`src/rtl/card_sym_pkg.sv`:
```
// Shared types for the card symbol renderer and the card colour mux.
// Shape selector and animation state encodings live here.
package card_sym_pkg;

  localparam int SHAPE_W = 2;

  typedef enum logic [SHAPE_W-1:0] {
    SHAPE_VBAR  = 2'd0,
    SHAPE_PLUS  = 2'd1,
    SHAPE_BOX   = 2'd2,
    SHAPE_XDIAG = 2'd3
  } shape_e;

  typedef enum logic [1:0] {
    ANIM_HIDDEN    = 2'd0,
    ANIM_GROWING   = 2'd1,
    ANIM_SHOWN     = 2'd2,
    ANIM_SHRINKING = 2'd3
  } anim_state_e;

endpackage

```
`src/rtl/sym_anim_fsm.sv`:
```
// Reveal/hide animation FSM: owns cur_size and steps it once per frame_tick
// toward the full symbol size or toward zero.
module sym_anim_fsm
  import card_sym_pkg::*;
#(
  parameter int CW   = 10,
  parameter int STEP = 2
) (
  input  logic          clk,
  input  logic          rst_n,
  input  logic          frame_tick,
  input  logic          reveal,
  input  logic          hide,
  input  logic [CW-1:0] size,
  output logic [CW-1:0] cur_size,
  output logic          shown,
  output logic          busy
);

  localparam logic [CW:0] STEP_W = (CW+1)'(STEP);

  anim_state_e   state_q, state_d, reqState;
  logic [CW-1:0] cur_size_q, cur_size_d;
  logic [CW:0]   grown;
  logic [CW:0]   shrunkWide;
  logic [CW-1:0] shrunk;
  logic          revealReq, hideReq;

  // Opposing requests in the same cycle cancel each other out.
  assign revealReq  = reveal & ~hide;
  assign hideReq    = hide & ~reveal;
  assign grown      = {1'b0, cur_size_q} + STEP_W;
  assign shrunkWide = ({1'b0, cur_size_q} > STEP_W) ? ({1'b0, cur_size_q} - STEP_W) : '0;
  assign shrunk     = shrunkWide[CW-1:0];

  always_ff @(posedge clk or negedge rst_n) begin
    if (!rst_n) begin
      state_q    <= ANIM_HIDDEN;
      cur_size_q <= '0;
    end else begin
      state_q    <= state_d;
      cur_size_q <= cur_size_d;
    end
  end

  // The request is resolved first so that a coincident tick uses the new state's rule.
  always_comb begin
    reqState = state_q;
    case (state_q)
      ANIM_HIDDEN, ANIM_SHRINKING: if (revealReq) reqState = ANIM_GROWING;
      ANIM_GROWING, ANIM_SHOWN:    if (hideReq)   reqState = ANIM_SHRINKING;
      default: ;
    endcase

    state_d    = reqState;
    cur_size_d = cur_size_q;
    if (frame_tick) begin
      case (reqState)
        ANIM_GROWING: begin
          if (grown >= {1'b0, size}) begin
            cur_size_d = size;
            state_d    = ANIM_SHOWN;
          end else begin
            cur_size_d = grown[CW-1:0];
          end
        end
        ANIM_SHOWN: cur_size_d = size;
        ANIM_SHRINKING: begin
          cur_size_d = shrunk;
          if (shrunk == '0) state_d = ANIM_HIDDEN;
        end
        default: ;
      endcase
    end
  end

  always_comb begin
    cur_size = cur_size_q;
    shown    = (state_q == ANIM_SHOWN);
    busy     = (state_q == ANIM_GROWING) || (state_q == ANIM_SHRINKING);
  end

endmodule

```
`src/rtl/card_symbol_renderer.sv`:
```
// Two-stage per-pixel hit test for one animated card symbol.
// Stage 1 reduces the pixel to centre distances, stage 2 applies the shape rule.
module card_symbol_renderer
  import card_sym_pkg::*;
#(
  parameter int CW   = 10,
  parameter int STEP = 2
) (
  input  logic          clk,
  input  logic          rst_n,
  input  logic          pix_valid,
  input  logic [CW-1:0] x,
  input  logic [CW-1:0] y,
  input  logic [CW-1:0] cx,
  input  logic [CW-1:0] cy,
  input  logic [CW-1:0] size,
  input  logic [CW-1:0] t,
  input  shape_e        shape,
  input  logic          frame_tick,
  input  logic          reveal,
  input  logic          hide,
  output logic          in_sym,
  output logic          in_valid,
  output logic          shown,
  output logic          busy
);

  localparam int AW = CW + 3;

  logic [CW-1:0] curSize;

  sym_anim_fsm #(
    .CW   (CW),
    .STEP (STEP)
  ) u_anim (
    .clk        (clk),
    .rst_n      (rst_n),
    .frame_tick (frame_tick),
    .reveal     (reveal),
    .hide       (hide),
    .size       (size),
    .cur_size   (curSize),
    .shown      (shown),
    .busy       (busy)
  );

  logic signed [AW-1:0] dx, dy, ax, ay, hs, ht, boxLo;

  assign dx    = $signed({3'b000, x}) - $signed({3'b000, cx});
  assign dy    = $signed({3'b000, y}) - $signed({3'b000, cy});
  assign ax    = (dx < 0) ? -dx : dx;
  assign ay    = (dy < 0) ? -dy : dy;
  assign hs    = $signed({4'b0000, curSize[CW-1:1]});
  assign ht    = $signed({4'b0000, t[CW-1:1]});
  // Inner edge of the box ring; goes non-positive when t > hs, which fills the box.
  assign boxLo = hs - $signed({3'b000, t}) + AW'(1);

  logic signed [AW-1:0] ax_q, ay_q, hs_q, ht_q, boxLo_q;
  shape_e               shape_q;
  logic                 sizeNz_q, valid1_q;

  always_ff @(posedge clk or negedge rst_n) begin
    if (!rst_n) begin
      ax_q     <= '0;
      ay_q     <= '0;
      hs_q     <= '0;
      ht_q     <= '0;
      boxLo_q  <= '0;
      shape_q  <= SHAPE_VBAR;
      sizeNz_q <= 1'b0;
      valid1_q <= 1'b0;
    end else begin
      ax_q     <= ax;
      ay_q     <= ay;
      hs_q     <= hs;
      ht_q     <= ht;
      boxLo_q  <= boxLo;
      shape_q  <= shape;
      sizeNz_q <= (curSize != '0);
      valid1_q <= pix_valid;
    end
  end

  logic signed [AW-1:0] maxA, diff, absDiff;
  logic                 inVbar, inHbar, hit;

  assign maxA    = (ax_q > ay_q) ? ax_q : ay_q;
  assign diff    = ax_q - ay_q;
  assign absDiff = (diff < 0) ? -diff : diff;
  assign inVbar  = (ax_q <= ht_q) && (ay_q <= hs_q);
  assign inHbar  = (ay_q <= ht_q) && (ax_q <= hs_q);

  always_comb begin
    hit = 1'b0;
    case (shape_q)
      SHAPE_VBAR:  hit = inVbar;
      SHAPE_PLUS:  hit = inVbar || inHbar;
      SHAPE_BOX:   hit = (maxA <= hs_q) && (maxA >= boxLo_q);
      SHAPE_XDIAG: hit = (absDiff <= ht_q) && (maxA <= hs_q);
      default:     hit = 1'b0;
    endcase
  end

  logic in_sym_q, in_valid_q;

  always_ff @(posedge clk or negedge rst_n) begin
    if (!rst_n) begin
      in_sym_q   <= 1'b0;
      in_valid_q <= 1'b0;
    end else begin
      in_sym_q   <= valid1_q && sizeNz_q && hit;
      in_valid_q <= valid1_q;
    end
  end

  assign in_sym   = in_sym_q;
  assign in_valid = in_valid_q;

endmodule

```
`config.mk`:
```
export PLATFORM = sky130hd
export DESIGN_NAME = card_symbol_renderer
export DESIGN_NICKNAME = d
export VERILOG_FILES = /design/src/rtl/card_sym_pkg.sv /design/src/rtl/sym_anim_fsm.sv /design/src/rtl/card_symbol_renderer.sv
export SDC_FILE = /design/constraint.sdc
export NUM_CORES = 1
export LEC_CHECK = 0
export ABC_AREA = 1
export BUFFER_PORTS_ARGS = -buffer_cell sky130_fd_sc_hd__buf_2
export CAP_MARGIN = 10
export CORE_MARGIN = 8
export CORE_UTILIZATION = 55
export DETAILED_ROUTE_END_ITERATION = 16
export GPL_ROUTABILITY_DRIVEN = 0
export PLACE_DENSITY = 0.82
export SYNTH_ARGS = -nofsm -noshare
export SYNTH_HDL_FRONTEND = slang
export SYNTH_SLANG_ARGS = --single-unit
```
`constraint.sdc`:
```
create_clock -name clk -period 7.5 [get_ports clk]
set_input_delay 0 -clock clk [delete_from_list [all_inputs] [get_ports clk]]
set_output_delay 0 -clock clk [all_outputs]
set_load 0.03 [all_outputs]
```
# == Word level (Yosys, flattened, before mapping) ==
# Cells that the tools add are included.
# Widths: inputs -> output; s select.
# totals
register_bits,74
inputBits,68
out_inout_bits,4
elab_cells,79
# classes
n_addsub,10
n_lt_le_gt_ge,13
n_eq_ne,9
muxes,15
n_bitwise,4
n_reduce_logical,16
# ops
cell,n
$le 13x10->1,6
$mux 13,4
$pmux 10 s3,1
$neg 11->13,2
$lt 11x1->1 const B,2
$sub 10x10->11,2
$mux 10,2
$ge 13x12->1,1
$gt 13x13->1,1
$lt 13x1->1 const B,1
$neg 13->13,1
$sub 13x13->13,1
$add 11x2->12 const B,1
$eq 2x2->1 const B,6
$add 10x2->11 const B,1
$ge 11x10->1,1
$sub 9x10->11,1
$gt 10x2->1 const B,1
$logic_not 10->1,1
$mux 2,5
$reduce_bool 10->1,1
$sub 10x2->10 const B,1
$pmux 2 s2,2
$eq 2x1->1 const B,3
other kinds (9),19

# == Depth between registers and ports, before layout ==
# Gate-level depths: netlist of the first run.
# logic_depth
depth_word,7
depth_mapped,30
depth_no_buf,29

# == Cells and area by module ==
# Synthesis of the first run repeated with hierarchy kept, for this count alone.
# unflattened
cells_unflattened,1140
area_unflattened_um2,8165.3
# by_module_without_submodules
module,instances,cells_each,area_per_inst_um2,seq_area_each_um2
card_symbol_renderer,1,897,6565.0,1551.5
sym_anim_fsm,1,243,1600.3,300.3

# == Worst setup path after synthesis of the first run ==
# OpenSTA, ideal clock, no wires.
# synth_timing
path_type,register to register
from,register ax_q[6]
to,"register in_sym_q, in the netlist in_sym"
setup_time_ns,0.077
arrival_ns,3.147
required_time_ns,7.423
setup_slack_ns,4.276
path_stages_with_launch,28
n_path_buf,1
synth_period_minus_slack_ns,3.224
cell_sequence,dfrtp_1 ha_1 nand2_1 inv_1 a21oi_2 nand2_1 nand2_1 nand2_1 nand2_1 nand2_1 nand2_1 nand2_2 clkbuf_1 o21ai_0 ha_1 a21oi_1 o21ai_0 o21ai_0 nand3_1 nand2_1 nand2_1 nand2_1 nand3_1 nand2_1 nor2_1 nor2_1 nand3_1 a21oi_1
# synth_via
elab_chain_len,7
elab_cells_between_ends,18
cone_classes,2 x add/sub; 7 x order compare; 3 x mux; 6 x reduce/logical
# synth_lines
element,line_no,source
"start, declared",card_symbol_renderer.sv:58,"logic signed [AW-1:0] ax_q, ay_q, hs_q, ht_q, boxLo_q;"
"start signal, assigned",card_symbol_renderer.sv:64,ax_q <= '0;
"start signal, assigned",card_symbol_renderer.sv:73,ax_q <= ax;
$sub 13x13->13,card_symbol_renderer.sv:88,assign diff = ax_q - ay_q;
$neg 13->13 / $lt 13x1->1 (equally long branches),card_symbol_renderer.sv:89,assign absDiff = (diff < 0) ? -diff : diff;
$mux 13,card_symbol_renderer.sv:89,
$le 13x10->1,card_symbol_renderer.sv:99,SHAPE_XDIAG: hit = (absDiff <= ht_q) && (maxA <= hs_q);
$logic_and 1x1->1,card_symbol_renderer.sv:99,
$pmux 1 s4 (*),card_symbol_renderer.sv:95,case (shape_q)
$logic_and 1x1->1 (*),card_symbol_renderer.sv:111,in_sym_q <= valid1_q && sizeNz_q && hit;
"end signal, assigned",card_symbol_renderer.sv:111,
"end, declared",card_symbol_renderer.sv:104,"logic in_sym_q, in_valid_q;"
# Every way passes the cells marked *; elsewhere a longest branch is shown, timed or not.
# A chain may end at the register's enable or synchronous reset.

# == Worst setup path after layout of the first run ==
# Same ends and word-level chain as after synthesis.

==> impl_metrics.toml, run 1 <==
[status]
status = "complete, no violations"

[global_route]
grt_pass1_wl_um = 33510
gr-usage-all-layers = 0.2277
grt_most_used_layer = "met2"
grt_overflow = 0
grt_pass1_vias = 7283
use_met2 = 0.3660
grt_use_met3 = 0.04718
met1_usage = 0.2854
grt_max_degree = 75
antenna_found_initial = 0

[timing]
setup_tns_ns = 0
finalSetupViolCount = 0
slew_viol_final = 0
rsz0062_at_grt = "false"
tightest_slew_ns = 0.9503
slew_headroom = 0.3665
fin_crit_sh = 0.5218
fmax_mhz = 255.5
skew_ns = 0.006800
whs_ns = 0.05666
min_period_ns = 3.913
hold_viol_final = 0
layout_setup_ws_ns = 3.587

[power_and_ir_drop]
switching_share = 0.5222
p_comb_frac = 0.672
ir_drop_mv = 0.2344
seqPwrFrac = 0.194
power_density_nw_per_um2 = 383.8
intPower_w = 0.001634
p_clk_frac = 0.134
cellLeakagePower_nw = 5.022
p_sw_w = 0.001786

[final_layout]
seq_area_um2 = 1852
area_delta_synth_final_pct = 14.73
finish.utilization = 0.6443
drive_gt1_frac = 0.09801
nFillCells = 1129
multi_input_area_um2 = 5069
layout.nets = 1399
n_antenna_cell = 0

[synthesis]
synth_cells = 1094
ys_seq_area_frac = 0.2385
ys_ff_latch = 74
avgSynthCellArea_um2 = 7.098
ys_dominant_reg_cell = "dfrtp_1"
synth_edf_count = 0
synth_area_um2 = 7765
yosysMostFrequentCell = "nand2_1"
async_flop_share = 1.000
synth.top_cell.area_share = 0.2385
synth_area_leader_cell = "dfrtp_1"
synth_cell_types = 49
ys_top_cells_by_count = "nand2_1 (246), inv_1 (208), ha_1 (128)"
synth.area.top_cells = "dfrtp_1 (24%), ha_1 (21%), nand2_1 (12%)"
synth_warnings = 0

[drt]
drtAntennaViolNets = 0
wl_per_cell_um = 14.68
drt-initial-drc-count = 608
vias_per_cell = 5.428
drt_wl_total_um = 20320
vias = 7513
dr.pass1.iters = 6
drc_errors = 0

[floorplan]
core_um2 = 13830
dieHeight_um = 134.8
io_pins = 72
fp-row-count = 43
dieArea_um2 = 18180
die_w_um = 134.8
start_util = 0.5616

[hold_path]
hold_class = "in2reg"

[clock_network]
cts_sinks = 74
cts_hold_buf = 27
cts-root-buf = "clkbuf_16"
cts_tree = "done"
cts_max_level = 3
clock_path_buffers = 2
clkLatencyLatePin_ns = 0.35
clk_pin_slew_ns = 0.06
post_cts_resized = 0
post_cts_buffers = 0
numCtsBuffers = 9

[setup_path]
startpoint_type = "flop"
crit_type = "reg2reg"
crit_path_end_kind = "flop"
cp.arrival_ns = 4.18
required_ns = 7.77
crit_path_max_fanout = 25

[place]
place_ws_ns = 3.706
detailed_place_hpwl_um = 15980
io_buffers = 71

[run]
max-cap-violations = 0
-- kinds of logic after synthesis --
group / share of synthesized area
xor+xnor: 0.06768
flops: 0.2385
buf+inv: 0.1102
compound gates: 0.1189
other cells: 0.0004829
fa+ha+maj: 0.2166
simple gates: 0.2477
-- final timing paths --
check	from	endpoint	slack (ns)	cells after the start
worst min-delay path	x[0]	ax_q[0]	0.06	4
worst max register to register	ax_q[6]	in_sym	3.59	26
max in group asynchronous	rst_n	ay_q[0]	6.55	2
min in group asynchronous	rst_n	sizeNz_q	0.35	2
worst min register to register	valid1_q	in_valid	0.38	0
worst max-delay path	ax_q[6]	in_sym	3.59	26
-- worst max-delay path, stage by stage (launching register included) --
cell and delay [ns]:
dfrtp_1 0.42, ha_1 0.39, nand2_1 0.14, inv_1 0.06
a21oi_2 0.17, nand2_1 0.11, nand2_1 0.09, nand2_1 0.05
nand2_1 0.07, nand2_1 0.05, nand2_1 0.08, nand2_2 0.24
o21ai_0 0.43, ha_1 0.32, a21oi_1 0.16, o21ai_0 0.09
o21ai_0 0.19, nand3_1 0.10, nand2_1 0.07, nand2_1 0.04
nand2_1 0.08, nand3_1 0.07, nand2_1 0.06, nor2_1 0.04
nor2_1 0.08, nand3_1 0.08, a21oi_1 0.14
-- state kept, by name (all words and copies together) (netlist names) --
signal           count
boxLo_q             12
hs_q                 9
u_anim.state_q       2
ax_q                13
sizeNz_q             1
shape_q              2
u_anim.cur_size     10
in_sym               1
ay_q                13
ht_q                 9
in_valid             1
valid1_q             1
-- cells in the final DEF (no fill, tap or decap), drive strengths merged, types with 5 or more instances in the layout --
cell / count
nand3b: 9
nand4: 16
a31oi: 6
ha: 128
dlygate4sd3: 27
buf: 72
nand2: 251
xnor2: 9
dfrtp: 74
o31ai: 5
o21ai: 52
inv: 218
nand3: 60
nor4: 5
nor3: 14
clkbuf: 11
nor2: 77
xor2: 51
a21oi: 76
-- final cells by class --
type / instances / share of cell area
multi-input cells: 798 / 0.5690
flip-flops and latches: 74 / 0.2079
inverters: 217 / 0.09143
repair buffers: 99 / 0.07135
clock buffers: 11 / 0.02837
well taps: 180 / 0.02528
clock inverters: 5 / 0.006742
-- metrics by stage --
step                      power (W)  instances  instance area (um2)
after floorplan            0.002347       1097                 7776
after global placement     0.002812       1341                 8325
after detailed placement   0.002878       1341                 8325
after CTS                  0.003370       1384                 8909
after global routing       0.003753       1384                 8909
final                      0.003420       1384                 8909
-- power groups by stage --
stage	clock network [W]	registers, W	logic (W)
global placement	0	0.000660	0.00215
floorplan	0	0.000616	0.00173
detailed placement	0	0.000665	0.00221
finish	0.000459	0.000663	0.00230
CTS	0.000462	0.000659	0.00225
global route	0.000480	0.000677	0.00260
-- routing by layer --
| metal | up-vias | part of all wire |
|---|---|---|
| met4 | 2 | 0.040 |
| met5 | - | 0.0016 |
| li1 | 3749 | - |
| met2 | 316 | 0.46 |
| met1 | 3381 | 0.43 |
| met3 | 65 | 0.074 |
(Power assumes the default switching activity.)
==> run 2, diff against run 1 <==
clock period = 4 ns   (was 7.5 ns; I/O delays follow)
==> run 2 against run 1 <==
  * Non-clock buffer count is 2 higher
  * Combinational power is 90% higher
  * Hold slack worse by 0.047 ns
  * First-iteration DRC count is 3.1% higher
  * Cell area is 0.97% higher
  * Worst setup slack worse by 3.3 ns
  * Flip-flop and latch count stayed put
  * Maximum frequency is 5.9% higher
  * Core utilization is 0.62 points higher
  * Register-to-register slack worse by 3.3 ns
  * Sequential power is 90% higher
  * Critical path depth is 1 lower
  * Critical path type unchanged
==> impl_metrics.toml, run 2 (synthesis results as in run 1) <==
[final_layout]
final_cell_count_no_fill = 1388
drive_gt1_frac = 0.1076
layout.nets = 1403
final_common_cell = "nand2_1"
nFillCells = 1162
largestRegisters = "ax_q x13, ay_q x13, boxLo_q x12"
area_delta_synth_final_pct = 15.84
multi_input_area_um2 = 5141
seq_area_um2 = 1853
finish.utilization = 0.6505
layout_common_cells = "nand2_1 (245), inv_1 (208), ha_1 (123)"
n_antenna_cell = 0

[power_and_ir_drop]
ir_drop_mv = 0.5495
cellLeakagePower_nw = 5.034
p_total_w = 0.006490
power_density_nw_per_um2 = 721.5

[setup_path]
crit_path_max_fanout = 12
regToRegEndpoint = "in_sym"
worstPathBufferInverterCount = 3
cp_slowest_cell = "dfrtp_1"
reg2reg_slack_ns = 0.31
cp.arrival_ns = 3.97
cp_slowest_stage_delay_ns = 0.41
crit_top_cell = "nand2_1"
crit_type = "reg2reg"
required_ns = 4.27
worstSetupStartpoint = "ay_q[7]"
reg2reg_from = "ay_q[7]"
crit_path_end_kind = "flop"
startpoint_type = "flop"
rr_worst_depth = 25
path_delay_family = "simple AND/OR/NAND/NOR gates"

[timing]
setup_tns_ns = 0
tightest_slew_ns = 0.9593
hold_viol_final = 0
skew_ns = 0.007564
finalSetupViolCount = 0
fmax_mhz = 270.7
min_period_ns = 3.695
slew_viol_final = 0
fin_crit_sh = 0.9237
slew_headroom = 0.3604

[drt]
vias = 7567
drtAntennaViolNets = 0
vias_per_cell = 5.452
dr.pass1.iters = 5
drt-initial-drc-count = 627
drt_wl_total_um = 20570
wl_per_cell_um = 14.82
drc_errors = 0

[hold_path]
hold_class = "in2reg"
hp-start = "size[1]"
holdPathStages = 5
worstHoldEndpoint = "u_anim.cur_size[1]"

[floorplan]
core_um2 = 13830
dieArea_um2 = 18180
dieHeight_um = 134.8
io_pins = 72
fp-row-count = 43
die_w_um = 134.8
start_util = 0.5616

[clock_network]
numCtsBuffers = 9
clkLatencyLatePin_ns = 0.35
clk_pin_slew_ns = 0.06
clock_path_buffers = 2
post_cts_buffers = 0
cts_max_level = 3
cts_tree = "done"
cts_sinks = 74
cts-root-buf = "clkbuf_16"

[global_route]
grt_pass1_vias = 7303
gr-usage-all-layers = 0.2296
antenna_found_initial = 0
grt_overflow = 0
grt_pass1_wl_um = 33740
grt_max_degree = 75

[place]
placedCellCount = 1344
detailed_place_hpwl_um = 16150
io_buffers = 71

[run]
max-cap-violations = 0

[status]
status = "complete, no violations"
## run 2: worst max path at each step
| stage | slack (ns) | cells past startpoint | endpoint |
|---|---|---|---|
| floorplan | 0.78 | 27 | in_sym |
| global placement | 0.28 | 27 | in_sym |
| detailed placement | 0.22 | 26 | in_sym |
| CTS | 0.19 | 26 | in_sym |
| global route | -0.02 | 28 | in_sym |
| finish | 0.31 | 25 | in_sym |
## run 2: repair_timing
item	4_1_cts	5_1_grt
hold endpoints to repair	100	0
resized for setup	0	17
hold buffers	26	0
setup endpoints to repair	0	1
## run 2: stage by stage
stage	cell area (um2)	setup WS, ns	hold WS [ns]
after floorplan	7776	0.7760	-0.2956
after global placement	8348	0.2822	0.1084
after detailed placement	8348	0.2201	0.1102
after CTS	8921	0.1920	0.01522
after global routing	8995	-0.02018	0.06632
final	8995	0.3052	0.01001
## run 2: layer usage
metal  vias up  wire, um  track usage  share of wire
met4         0       742      0.09545          0.036
met2       325      9421       0.3716           0.46
met5         -         0            0              0
li1       3764         -            -              -
met3        64      1680      0.05721          0.082
met1      3414      8721       0.2851           0.42
## run 2: layout make-up
| class | count | area share |
|---|---|---|
| tap | 180 | 0.02504 |
| sequential | 74 | 0.2060 |
| multi-input combinational | 800 | 0.5716 |
| inverter | 217 | 0.09055 |
| timing repair buffer | 101 | 0.07205 |
| clock buffer | 10 | 0.02657 |
| clock inverter | 6 | 0.008207 |
## run 2: worst min-delay path, cell delays in order
cell	delay, ns
buf_2	0.09
nand2_1	0.05
nand2_1	0.06
nand2_1	0.05
o21ai_1	0.07
## run 2: report_power, final
part / total (W) / internal (W) / switching, W
clock network: 0.000861 / 0.000508 / 0.000353
logic: 0.00437 / 0.00159 / 0.00278
registers: 0.00126 / 0.000999 / 0.000259
==> run 3, diff against run 2 <==
ABC_AREA = not set   (was 1)
==> run 3 against run 2 <==
  * Global-route usage decreased by 0.58 points
  * Sequential share of layout area decreased by 0.30 points
  * Non-clock buffer count increased by 32
  * Highest routed layer unchanged
==> impl_metrics.toml, run 3 <==
[drt]
drtAntennaViolNets = 0
dr.pass1.iters = 5
drc_errors = 0
vias = 7118
drt_wl_total_um = 20520
wl_per_cell_um = 16.89
vias_per_cell = 5.858
drt-initial-drc-count = 692

[timing]
fin_crit_sh = 0.9826
slew_headroom = 0.3760
tightest_slew_ns = 0.9361
fmax_mhz = 254.4
min_period_ns = 3.930
skew_ns = 0.01028
whs_ns = 0.001940
slew_viol_final = 0
hold_viol_final = 0
finalSetupViolCount = 0
setup_tns_ns = 0

[power_and_ir_drop]
ir_drop_mv = 0.4569
p_total_w = 0.006841
switching_share = 0.4785
power_density_nw_per_um2 = 749.3
p_clk_frac = 0.112
intPower_w = 0.003568
p_comb_frac = 0.706
seqPwrFrac = 0.182
cellLeakagePower_nw = 4.392
p_sw_w = 0.003274

[synthesis]
avgSynthCellArea_um2 = 8.490
synth_area_um2 = 7641
async_flop_share = 1.000
ys_top_cells_by_count = "ha_1 (128), inv_1 (106), dfrtp_1 (74)"
ys_ff_latch = 74
synth_cells = 900
ys_dominant_reg_cell = "dfrtp_1"
synth.area.top_cells = "dfrtp_1 (24%), ha_1 (21%), xnor2_1 (5.4%)"
ys_seq_area_frac = 0.2423
synth.top_cell.area_share = 0.2423
synth_area_leader_cell = "dfrtp_1"
synth_warnings = 0
yosysMostFrequentCell = "ha_1"
synth_cell_types = 85
synth_edf_count = 0

[setup_path]
cp.arrival_ns = 4.14
regToRegEndpoint = "in_sym"
cp_slowest_cell = "or4_4"
required_ns = 4.21
crit_path_end = "in_sym"
reg2reg_slack_ns = 0.07
crit_path_end_kind = "flop"
crit_top_cell = "a21oi_1"
worstSetupStartpoint = "ay_q[9]"
reg2reg_from = "ay_q[9]"
cp_slowest_stage_delay_ns = 0.54
crit_type = "reg2reg"
rr_worst_depth = 19
startpoint_type = "flop"
crit_path_max_fanout = 7
crit_chain = "inv_1, ha_4, nand4_1, or4_4, o211ai_1, o21a_2, buf_4, o21ai_4, nand2_1, o21ai_2, ha_2, o21ai_0, a21oi_1, o41ai_1, a21oi_1, o21ai_1, mux2_2, o2111ai_1, o221ai_2"

[run]
max-cap-violations = 0

[clock_network]
cts-root-buf = "clkbuf_16"
clk_pin_slew_ns = 0.06
cts_max_level = 3
numCtsBuffers = 9
clock_path_buffers = 2
clkLatencyLatePin_ns = 0.35
cts_tree = "done"
cts_sinks = 74

[global_route]
gr-usage-all-layers = 0.2238
grt_pass1_vias = 6830
grt_overflow = 0
grt_max_degree = 75
antenna_found_initial = 0
grt_pass1_wl_um = 32730

[hold_path]
hold_class = "in2reg"

[floorplan]
core_um2 = 13720
start_util = 0.5570
io_pins = 72
fp-row-count = 43
dieArea_um2 = 17920
die_w_um = 133.9
dieHeight_um = 133.9

[final_layout]
largestRegisters = "ax_q x13, ay_q x13, boxLo_q x12"
layout.nets = 1230
finalInstanceArea_um2 = 9130
n_antenna_cell = 0
drive_gt1_frac = 0.1874
finish.utilization = 0.6655
layout_common_cells = "ha_1 (119), inv_1 (103), dfrtp_1 (73)"
final_common_cell = "ha_1"
area_delta_synth_final_pct = 19.49

[status]
status = "complete, no violations"

[place]
io_buffers = 71
detailed_place_hpwl_um = 15350
placed_area_um2 = 8329
==> run 3: cell types whose count changed after synthesis, sizes merged, moves of 22 or more <==
cell	delta
a21oi	-22
xor2	-30
nand2	-180
inv	-109
nand3	-32
xnor2	+38
==> run 3: through the flow <==
stage | setup slack [ns] | instances
final | 0.06966 | 1215
after global routing | -0.09757 | 1215
after CTS | 0.007070 | 1201
after detailed placement | -0.07795 | 1162
after global placement | 0.1041 | 1162
after floorplan | 0.2766 | 903
==> run 3: logic make-up after synthesis <==
| logic type | share of synthesized area |
|---|---|
| other cells | 0.0004908 |
| compound gates | 0.2057 |
| simple gates | 0.1755 |
| fa+ha+maj | 0.2201 |
| buf+inv | 0.06582 |
| flops | 0.2423 |
| xor+xnor | 0.07794 |
| mux | 0.01212 |
==> run 3: final cells by class <==
cell class	count	area [um2]
multi-input combinational	705	5489
timing repair buffer	133	882.1
fill	1080	4589
sequential	74	1853
clock inverter	6	40.04
clock buffer	10	239.0
inverter	107	401.6
tap	180	225.2
==> run 3: worst min path at each step <==
stage | cells past startpoint | startpoint | to
floorplan | 0 | rst_n | ax_q[0]
global placement | 1 | shape[1] | shape_q[1]
detailed placement | 1 | shape[1] | shape_q[1]
CTS | 3 | size[1] | u_anim.cur_size[1]
global route | 3 | size[1] | u_anim.cur_size[1]
finish | 3 | size[7] | u_anim.cur_size[7]
==> run 3: worst max-delay path: cells and delay by family, from the launching register on <==
| kind | cells | cell delay (ns) |
|---|---|---|
| AO/OA/AOI/OAI | 11 | 1.31 |
| adder cells (fa/ha/maj) | 2 | 0.65 |
| buffers and inverters | 2 | 0.26 |
| flip-flops | 1 | 0.42 |
| multiplexers | 1 | 0.30 |
| AND/OR/NAND/NOR | 3 | 0.85 |
==> run 3: timing repair <==
item	in CTS	in global routing
resized for setup	2	48
hold buffers	22	0
pin swaps	2	12
cloned	1	0
buffers inserted	0	14
endpoints found under the setup margin	1	1
hold endpoints to repair	96	0
==> run 3: power by group through the flow <==
stage          sequential, W  combinational, W  clock, W
2_1_floorplan        0.00115           0.00337         0
3_3_place_gp         0.00123           0.00422         0
3_5_place_dp         0.00124           0.00434         0
4_1_cts              0.00123           0.00441  0.000776
5_1_grt              0.00127           0.00534  0.000806
6_report             0.00125           0.00483  0.000763
==> run 3: per-layer routing <==
metal / routed length (um) / GRT usage
met4: 769 / 0.09669
met1: 8489 / 0.2789
met2: 9874 / 0.3745
met5: 0 / 0
met3: 1391 / 0.03665
